==> src/rtl/alu_op_driver.sv <==
// Self-checking command driver for a registered 8-bit ALU: issues operands, samples the result
// after ALU_LAT edges, compares it with the expectation and counts passes/fails.
// Optional halt-after-first-failure behaviour is enabled by defining ALU_DRV_STOP_ON_FAIL_EN.
module alu_op_driver #(
  parameter int unsigned ALU_LAT = 1,
  parameter int unsigned CNT_W   = 16
) (
  input  logic             clock,
  input  logic             reset,
  input  logic             cmd_valid,
  output logic             cmd_ready,
  input  logic [7:0]       cmd_a,
  input  logic [7:0]       cmd_b,
  input  logic [3:0]       cmd_sel,
  input  logic [7:0]       cmd_exp_out,
  input  logic             cmd_exp_carry,
  input  logic             cmd_chk_carry,
  output logic [7:0]       alu_a,
  output logic [7:0]       alu_b,
  output logic [3:0]       alu_sel,
  input  logic [7:0]       alu_out,
  input  logic             alu_carry,
  output logic             rsp_valid,
  input  logic             rsp_ready,
  output logic [7:0]       rsp_out,
  output logic             rsp_carry,
  output logic             rsp_pass,
  output logic [CNT_W-1:0] pass_cnt,
  output logic [CNT_W-1:0] fail_cnt,
  output logic             busy
);

  typedef enum logic [1:0] {IDLE, WAIT, RESP} state_t;

  localparam logic [CNT_W-1:0] CNT_MAX  = '1;
  localparam logic [3:0]       LAT_LOAD = 4'(ALU_LAT);

  state_t     state;
  logic [3:0] wait_cnt;
  logic [7:0] exp_out;
  logic       exp_carry;
  logic       chk_carry;
  logic       halted;
  logic       match;

  assign match     = (alu_out == exp_out) && (!chk_carry || (alu_carry == exp_carry));
  assign cmd_ready = (state == IDLE) && !halted;
  assign busy      = (state != IDLE) || halted;

`ifdef ALU_DRV_STOP_ON_FAIL_EN
  // Sticky: set on the failing sample, cleared only by reset.
  always_ff @(posedge clock or negedge reset) begin
    if (!reset)
      halted <= 1'b0;
    else if (state == WAIT && wait_cnt == '0 && !match)
      halted <= 1'b1;
  end
`else
  assign halted = 1'b0;
`endif

  always_ff @(posedge clock or negedge reset) begin
    if (!reset) begin
      state     <= IDLE;
      wait_cnt  <= '0;
      exp_out   <= '0;
      exp_carry <= 1'b0;
      chk_carry <= 1'b0;
      alu_a     <= '0;
      alu_b     <= '0;
      alu_sel   <= '0;
      rsp_valid <= 1'b0;
      rsp_out   <= '0;
      rsp_carry <= 1'b0;
      rsp_pass  <= 1'b0;
      pass_cnt  <= '0;
      fail_cnt  <= '0;
    end else begin
      case (state)
        IDLE: begin
          if (cmd_valid && cmd_ready) begin
            alu_a     <= cmd_a;
            alu_b     <= cmd_b;
            alu_sel   <= cmd_sel;
            exp_out   <= cmd_exp_out;
            exp_carry <= cmd_exp_carry;
            chk_carry <= cmd_chk_carry;
            wait_cnt  <= LAT_LOAD;
            state     <= WAIT;
          end
        end
        WAIT: begin
          if (wait_cnt == '0) begin
            rsp_out   <= alu_out;
            rsp_carry <= alu_carry;
            rsp_pass  <= match;
            rsp_valid <= 1'b1;
            if (match) begin
              if (pass_cnt != CNT_MAX) pass_cnt <= pass_cnt + 1'b1;
            end else begin
              if (fail_cnt != CNT_MAX) fail_cnt <= fail_cnt + 1'b1;
            end
            state <= RESP;
          end else begin
            wait_cnt <= wait_cnt - 1'b1;
          end
        end
        RESP: begin
          if (rsp_ready) begin
            rsp_valid <= 1'b0;
            state     <= IDLE;
          end
        end
        default: state <= IDLE;
      endcase
    end
  end

endmodule

==> config.mk <==
export PLATFORM = sky130hd
export DESIGN_NAME = alu_op_driver
export DESIGN_NICKNAME = d
export VERILOG_FILES = /design/src/rtl/alu_op_driver.sv
export SDC_FILE = /design/constraint.sdc
export NUM_CORES = 1
export LEC_CHECK = 0
export ABC_CLOCK_PERIOD_IN_PS = 1900
export CAP_MARGIN = 20
export CORE_MARGIN = 10
export CORE_UTILIZATION = 35
export DETAILED_ROUTE_END_ITERATION = 8
export DONT_BUFFER_PORTS = 1
export PLACE_DENSITY = 0.55
export SLEW_MARGIN = 40
export SYNTH_ARGS = -nofsm -noshare
export SYNTH_HDL_FRONTEND = slang
export SYNTH_SLANG_ARGS = --single-unit
==> constraint.sdc <==
create_clock -name clock -period 1.9 [get_ports clock]
set_input_delay 0.095 -clock clock [delete_from_list [all_inputs] [get_ports clock]]
set_output_delay 0.095 -clock clock [all_outputs]
set_load 0.01 [all_outputs]
# Yosys cells after proc, flatten, opt, wreduce, memory -nomap -nowiden

Cells that the tools add are included.
Widths: inputs -> output; s select.

Bitwise gates (word level): 1
Multiplexer cells: 10
Multipliers: 0
Equal/unequal tests: 10
Shift-type cells: 0
Magnitude comparators: 0
Reductions and logical operators: 16
$add $sub $neg: 3
Divide/modulo/power cells: 0

Operators by type and width:

| operator              | number |
|---|---|
| $add 16x1->16 const B | 2 |
| $ne 16x16->1 const B  | 2 |
| $reduce_and 3->1      | 3 |
| $eq 8x8->1            | 1 |
| $mux 4                | 2 |
| $pmux 4 s2            | 1 |
| $reduce_and 4->1      | 2 |
| $mux 2                | 3 |
| $ne 2x2->1 const B    | 3 |
| $pmux 2 s3            | 1 |
| $reduce_bool 2->1     | 3 |
| $logic_not 4->1       | 1 |
| $reduce_and 2->1      | 2 |
| $sub 4x1->4 const B   | 1 |
| $eq 2x1->1 const B    | 1 |
| $eq 2x2->1 const B    | 1 |
| $logic_and 1x1->1     | 2 |
| $logic_not 2->1       | 1 |
| $mux 1                | 2 |
| $ne 2x1->1 const B    | 1 |
| $pmux 1 s2            | 1 |
| $eq 1x1->1            | 1 |
| $logic_not 1->1       | 1 |
| $logic_or 1x1->1      | 1 |
| $not 1->1             | 1 |

Output and inout bits: 65
Bits of input ports: 43
Memory bits (read-only): 0
Flip-flop bits (word level): 79
Latch bits: 0
Memories: 0
Memory bits (writable): 0

# Depth between registers and ports, before layout

Gate-level depths: netlist of the first run.

Depth in word-level cells: 5
Depth in mapped cells: 8

# Worst setup path before layout of the first run

OpenSTA, ideal clock, no wires.

Path type: register to register
From: reg wait_cnt[0]
To: reg fail_cnt[12]
Library setup time: 0.126 ns
Path buffers: 0
Period minus slack after synthesis: 1.944 ns
Stages on the path, launching flop included: 8
Setup slack: -0.044 ns
Arrival: 1.818 ns
Cells stage by stage: dfrtp_1 inv_1 ha_1 or3b_2 nor3_1 and4bb_2 nand4b_1 xnor2_1

Word-level cells in the longest chain between the ends: 2

RTL lines:

| element                    | RTL line | text |
|---|---|---|
| start, declared            | 39       | `logic [3:0] wait_cnt;` |
| start signal, assigned     | 105      | `wait_cnt <= wait_cnt - 1'b1;` |
| $logic_not 4->1            | 93       | `if (wait_cnt == '0) begin` |
| $reduce_and 4->1 (no line) | n/a      |  |
| end signal, assigned       | 101      | `if (fail_cnt != CNT_MAX) fail_cnt <= fail_cnt + 1'b1;` |
| end, declared              | 29       | `output logic [CNT_W-1:0] fail_cnt,` |

No other way between the ends.
A chain may end at the register's enable or synchronous reset.

# Final worst setup path of the first run

From: reg pass_cnt[0]
To: reg pass_cnt[12]

Word-level cells in the longest chain between the ends: 2
Elaborated cells between the ends (all ways): 3
Those cells by class: 1 x add/sub; 1 x eq/ne; 1 x reduce/logical

RTL lines:

| element                                                               | RTL line | text |
|---|---|---|
| start, declared                                                       | 28       | `output logic [CNT_W-1:0] pass_cnt,` |
| start signal, assigned                                                | 99       | `if (pass_cnt != CNT_MAX) pass_cnt <= pass_cnt + 1'b1;` |
| parallel branches: the longest is 2 deep, another holds $add 16x1->16 | n/a      |  |

Several ways; the timed one is not identified.

==> results by group, run 1 <==
Yosys
  – Main area contributors after synthesis: dfrtp_1 (56%), mux2_2 (13%), xor2_1 (5.7%)
  – Yosys top cell by area: dfrtp_1
  – Synth Area in Compound Gates: 2.05%
  – Adder-Cell Fraction of Synth Area: 1.06%
  – Post-Syn Area: 0.00354 sq mm
  – Register area share after synthesis: 55.9%
  – Main combinational cell family by area after synthesis: simple AND/OR/NAND/NOR gates
  – Syn Area/Cell: 12.3 sq um
  – Mapped Nets: 333
  – Synth unique cells: 39
  – Synth Instances: 287
  – Syn. warnings: 0
  – Synth Area in XOR/XNOR: 9.41%
  – Top cell type's share of synthesized area: 55.9%
  – Synth Register Bits: 79
  – Post-synthesis mux area share: 13.7%
  – Async set-or-reset flop fraction in the synthesized netlist: 100%
  – Post-Synth Simple-Gate Area: 15.6%
  – Post-synth EDFFs: 0
  – Post-synth top flop: dfrtp_1

Clocking
  – Post-CTS Hold Buffers: 41
  – CTS Buf Count: 9
  – Max clock buf depth: 2
  – Clk_lat worst skew: 350 ps
  – # clock sinks: 79
  – CTS H-tree lvls: 3
  – Worst-path clk slew: 90 ps
  – CTS root buffer: clkbuf_8
  – CTS tree: done

Floorplanning
  – Starting Density: 36.0%
  – Die X: 121 microns
  – DIE AREA: 0.0145 sq mm
  – Placeable core region: 0.00982 sq mm
  – Die H: 121 microns
  – # rows: 36
  – # IOs: 108

Route
  – WL/cell: 17.3 microns
  – DRC Markers: 0
  – Vias per inst: 4.98
  – DR pass1 iterations: 4
  – Via count: 2621
  – First DRT Iteration DRCs: 97
  – Post-route ant nets: 0
  – Final wirelength: 9120 microns

Placed design
  – Placed cells: 464
  – Port Buffer Count: 0
  – RePlAce Congestion: 0.804
  – Dpl hpwl: 6230 microns
  – Placed inst area: 0.00410 sq mm

Critical path
  – Max FO, Critical Path: 4
  – Crit path max-delay family: simple AND/OR/NAND/NOR gates
  – Bufs and invs on worst path: 1
  – Crit-path cells: ha_2 > and4_4 > nand3_4 > buf_4 > nor4_4 > mux2_2
  – Setup Crit Path Kind: flip-flop to flip-flop
  – Worst path slowest cell: dfrtp_1
  – Data arrival, critical path: 2070 ps
  – Worst path max stage delay: 420 ps
  – Worst Setup Start Kind: flip-flop
  – Setup crit end kind: flip-flop
  – Worst EP required: 2140 ps

Finish
  – Antenna cell count: 0
  – Final nets: 434
  – Final Non-Filler Cells: 526
  – Commonest non-fill, non-tap cell in the layout: dfrtp_1
  – Most frequent cells in the layout: dfrtp_1 (79), buf_4 (56), mux2_2 (42)
  – Seq. cell area: 0.00198 sq mm
  – Share of cells above drive strength 1: 39.9%
  – Multi-input gate area: 0.00172 sq mm
  – Fill cells: 878
  – Area delta synth->final: 42.0%
  – Final Instance Area: 0.00502 sq mm

Timing
  – Hold Vio Cnt, Final: 79
  – Minimum clock period: 1830 ps
  – FMAX: 546 MHz
  – Unrepaired setup endpoints after global routing: true
  – Max-slew violations: 0
  – Setup Skew: 10.2 ps
  – Worst-Margin Slew: 449 ps
  – Hold slack: -575 ps
  – Final period util: 96.4%
  – Setup violators final: 0
  – Worst rel slew slack: 69.8%

Power
  – Pwr/cell area: 1210 mW/mm^2
  – VDD IR max: 603 uV
  – Total power: 0.00607 W
  – LEAKAGE: 2.21 nW

GRT
  – Remaining Overflow, GRT: 0
  – Vias in the first global route: 2783
  – First-pass GRT wire length: 14500 microns
  – Number of antenna violations at the first check in global routing: 0
  – Largest net degree at the start of global routing: 80
  – GRT Util Overall: 12.2%

Flow run
  – Max-cap violations: 0

Worst hold path
  – HP Class: primary input to asynchronous set/reset pin

Status
  – Failing checks: negative hold slack
  – Status: finished, violations left
==> sequential cells by signal, summed over array words and instances, names as in the netlist, 2 cells and up <==
signal / flops
alu_a: 8
alu_b: 8
alu_sel: 4
exp_out: 8
fail_cnt: 16
pass_cnt: 16
rsp_out: 8
state: 2
wait_cnt: 4
==> per-stage QoR <==
| stage | setup slack [ps] | setup TNS (ps) | util, % |
|---|---|---|---|
| finish | 69.3 | 0 | 51.1 |
| global route | -50.0 | -270 | 51.1 |
| CTS | -10.3 | -25.4 | 48.6 |
| detailed placement | -78.4 | -524 | 41.7 |
| global placement | -34.6 | -114 | 41.7 |
| floorplan | -5.65 | -5.65 | - |
==> worst paths after layout <==
path / cells past startpoint / start / slack [ps] / end
worst max-delay path: 6 / pass_cnt[0]$_DFFE_PN0P_ / 70 / pass_cnt[12]$_DFFE_PN0P_
worst min-delay path: 0 / reset / -580 / pass_cnt[9]$_DFFE_PN0P_
worst max register to register: 6 / pass_cnt[0]$_DFFE_PN0P_ / 70 / pass_cnt[12]$_DFFE_PN0P_
worst min register to register: 1 / chk_carry$_DFFE_PN0P_ / 520 / chk_carry$_DFFE_PN0P_
max in group asynchronous: 0 / reset / 2350 / alu_b[1]$_DFFE_PN0P_
min in group clock: 2 / cmd_valid / 80 / wait_cnt[3]$_DFFE_PN0P_
==> layer usage <==
metal | GRT usage, % | vias up | share of wire (%)
met5 | 0 | - | 0
met4 | 4.07 | 0 | 1.1
met3 | 6.51 | 9 | 10
met2 | 19.4 | 90 | 48
met1 | 13.8 | 1302 | 41
li1 | - | 1220 | -
==> synthesized netlist by cell type (all sizes together) (5+ instances only) <==
cell and instances:
and3 6, buf 8, clkbuf 5, dfrtp 79, inv 6, mux2 43
nand2 16, nand3 15, nand4 9, nor2 8, nor3 6, nor4 15
xnor2 15, xor2 23
==> kinds of logic (layout without fill, tap and decap cells) <==
| group | count (synthesis) | in the layout |
|---|---|---|
| and+or+nand+nor | 94 | 94 |
| DFF | 79 | 79 |
| muxes | 43 | 43 |
| xor gates and xnor gates | 38 | 38 |
| buffers and inverters | 19 | 125 |
| AOI/OAI and AO/OA | 11 | 11 |
| adders and majority gates | 3 | 3 |
==> final cells by class <==
cell class,instances,area share [%]
Sequential cell,79,39.4
Inverter,6,0.449
Timing Repair Buffer,103,18.1
Clock inverter,6,1.87
Tap cell,133,3.31
Multi-Input combinational cell,189,34.2
Clock buffer,10,2.74
==> timing repair <==
item | in CTS | in global routing
endpoints found under the setup margin | 22 | 32
buffers inserted | 1 | 4
endpoints found under the hold margin | 121 | 79
pin swaps | 2 | 16
gates resized for setup | 5 | 40
cloned | 0 | 0
==> where the power goes <==
| group | switching, W | total, W | internal [W] |
|---|---|---|---|
| combinational | 0.000792 | 0.00182 | 0.00102 |
| clock | 0.000660 | 0.00144 | 0.000783 |
| sequential | 0.000567 | 0.00281 | 0.00224 |
| total | 0.00202 | 0.00607 | 0.00405 |
Power figures use the tool's default switching activity.
==> run 2: changes to the inputs <==
--- a/config.mk
+++ b/config.mk
@@ -8,10 +8,10 @@
 export ABC_CLOCK_PERIOD_IN_PS = 1900
 export CAP_MARGIN = 20
 export CORE_MARGIN = 10
-export CORE_UTILIZATION = 35
+export CORE_UTILIZATION = 40
 export DETAILED_ROUTE_END_ITERATION = 8
 export DONT_BUFFER_PORTS = 1
-export PLACE_DENSITY = 0.55
+export PLACE_DENSITY = 0.6
 export SLEW_MARGIN = 40
 export SYNTH_ARGS = -nofsm -noshare
 export SYNTH_HDL_FRONTEND = slang
==> constraint.sdc (replaced) <==
create_clock -name clock -period 1.9 [get_ports clock]
set_input_delay 0.19 -clock clock [delete_from_list [all_inputs] [get_ports clock]]
set_output_delay 0.19 -clock clock [all_outputs]
set_load 0.01 [all_outputs]
==> run 2 against run 1 <==
Core utilization grew 8.0 points. Cell count shrank 3.0%. Routed wire length grew 2.6%. Critical path type unchanged. The run ends with negative hold slack, negative setup slack left. Sequential cell count is the same. Non-clock buffer count grew 9. Combinational power grew 5%. Global-route usage grew 1.3 points.
==> results by group, run 2 (synthesis gave the netlist of run 1 again) <==
Finish
  – Most frequent cells in the layout: dfrtp_1 (79), buf_4 (61), mux2_2 (41)
  – Final nets: 443 (+2.1%)
  – Largest registers: fail_cnt: 16 flops, pass_cnt: 16 flops
  – Share of cells above drive strength 1: 42.0% (+2.1 points)
  – Final Non-Filler Cells: 510 (-3.0%)
  – Area delta synth->final: 45.1%
  – Commonest non-fill, non-tap cell in the layout: dfrtp_1
  – Final Instance Area: 0.00513 sq mm (+2.2%)
  – Antenna cell count: 0 (unchanged)
  – Final core utilization: 59.1% (+8.0 points)

Power
  – VDD IR max: 806 uV (+34%)
  – Switching pwr: 0.00211 W (+4.6%)
  – Seq pwr share: 47.4% (+1.1 points)
  – Total power: 0.00592 W (-2.5%)
  – Combinational share of power: 32.3% (+2.3 points)
  – Clock power share: 20.3% (-3.5 points)
  – P_int: 0.00380 W (-6.0%)
  – LEAKAGE: 2.24 nW (+1.5%)
  – Switch share: 35.7% (+2.4 points)
  – Pwr/cell area: 1150 mW/mm^2 (-4.6%)

Route
  – Vias per inst: 5.15 (+3.3%)
  – DRC Markers: 0 (unchanged)
  – Via count: 2626 (+0.19%)
  – Post-route ant nets: 0 (unchanged)
  – DR pass1 iterations: 4 (unchanged)
  – Final wirelength: 9360 microns (+2.6%)
  – WL/cell: 18.3 microns (+5.9%)
  – First DRT Iteration DRCs: 62 (-36%)

Clocking
  – Post-CTS Hold Buffers: 40 (-2.4%)
  – CTS root buffer: clkbuf_8
  – Worst-path clk slew: 100 ps (about the same)
  – CTS tree: done
  – Clk_lat worst skew: 350 ps (about the same)
  – Max clock buf depth: 2 (unchanged)
  – # clock sinks: 79 (unchanged)
  – CTS Buf Count: 9 (unchanged)
  – CTS H-tree lvls: 3 (unchanged)

Timing
  – Hold Vio Cnt, Final: 79 (unchanged)
  – Unrepaired setup endpoints after global routing: true
  – Minimum clock period: 1940 ps (+113 ps)
  – Setup Skew: 14.6 ps (+4.42 ps)
  – Setup WS post-layout: -43.4 ps (-113 ps)
  – FMAX: 515 MHz (-5.8%)
  – Hold slack: -485 ps (+90.0 ps)
  – Worst rel slew slack: 71.2% (+1.4 points)
  – Worst-Margin Slew: 428 ps (-20.9 ps)
  – Max-slew violations: 0 (unchanged)
  – Final period util: 102% (+5.9 points)
  – Setup violators final: 6 (+6)

GRT
  – Number of antenna violations at the first check in global routing: 0 (unchanged)
  – Largest net degree at the start of global routing: 80 (unchanged)
  – GRT Util Overall: 13.5% (+1.3 points)
  – First-pass GRT wire length: 14300 microns (-1.0%)
  – Vias in the first global route: 2786 (+0.11%)
  – Remaining Overflow, GRT: 0 (unchanged)

Critical path
  – Data arrival, critical path: 2190 ps (+120 ps)
  – Worst Setup SP: pass_cnt[0]$_DFFE_PN0P_
  – Critical R2R Launch: pass_cnt[0]$_DFFE_PN0P_
  – Reg-to-reg slack, setup: -40 ps (-110 ps)
  – Setup Crit Path Kind: flip-flop to flip-flop
  – Setup crit end kind: flip-flop
  – Max FO, Critical Path: 4 (unchanged)
  – Worst Setup Start Kind: flip-flop
  – Worst EP required: 2150 ps (about the same)

Placed design
  – Placed cells: 436 (-6.0%)
  – Placed inst area: 0.00404 sq mm (-1.3%)
  – Port Buffer Count: 0 (unchanged)
  – RePlAce Congestion: 0.792 (-1.5%)
  – Dpl hpwl: 6010 microns (-3.5%)
  – Pre-CTS WS: -115 ps (-36.3 ps)

Floorplanning
  – # rows: 34 (-5.6%)
  – # IOs: 108 (unchanged)
  – Starting Density: 40.8% (+4.7 points)
  – Die X: 114 microns (-5.4%)
  – Die H: 114 microns (-5.4%)
  – Placeable core region: 0.00868 sq mm (-12%)
  – DIE AREA: 0.0130 sq mm (-10%)

Worst hold path
  – HP Class: primary input to asynchronous set/reset pin

Flow run
  – Max-cap violations: 0 (unchanged)

Status
  – Status: finished, violations left
  – Failing checks: negative hold slack, negative setup slack
run 2: area by class of cell:
type,instances,area [sq um]
well taps,108,135
fillers,710,3550
inverters,6,22.5
clock inverters,7,61.3
multi-input cells,189,1810
flip-flops and latches,79,1980
repair buffers,112,1010
clock buffers,9,124
run 2: power by group through the flow:
stage                     Clock [W]  Combinational [W]  Sequential, W
after detailed placement          0            0.00167        0.00283
final                       0.00120            0.00191        0.00280
after CTS                   0.00123            0.00179        0.00281
after floorplan                   0            0.00114        0.00276
after global routing        0.00130            0.00211        0.00288
after global placement            0            0.00162        0.00282
run 2: worst paths after layout:
kind	endpoint	cells past startpoint
worst max-delay path	pass_cnt[15]$_DFFE_PN0P_	5
worst max register to register	pass_cnt[15]$_DFFE_PN0P_	5
min in group clock	rsp_valid$_DFFE_PN0P_	3
worst min register to register	chk_carry$_DFFE_PN0P_	1
max in group asynchronous	alu_b[5]$_DFFE_PN0P_	0
worst min-delay path	pass_cnt[11]$_DFFE_PN0P_	0
run 2: what timing repair did:
item,CTS,global route
pin swaps,4,24
setup buffers,5,13
gates resized for setup,19,48
hold endpoints to repair,119,79
endpoints found under the setup margin,25,35
run 2: metrics by stage:
stage	TNS, ps	hold WS [ps]
final	-88.0	-485
after global routing	-1120	-506
after CTS	-4.41	-499
after detailed placement	-1290	-103
after global placement	-751	-102
after floorplan	-5.65	-106
run 2: routing by layer:
layer,vias up,track usage (%),share of wire (%)
met4,0,4.43,1.3
met3,12,7.03,11
met2,87,21.5,49
met5,-,0,0
li1,1237,-,-
met1,1290,15.3,39
run 2: worst max-delay path: stages (launching register included):
cell and delay, ps:
dfrtp_1 410, nand3_2 110, or2_4 260, or4_4 450, nor4_4 290, mux2_4 320
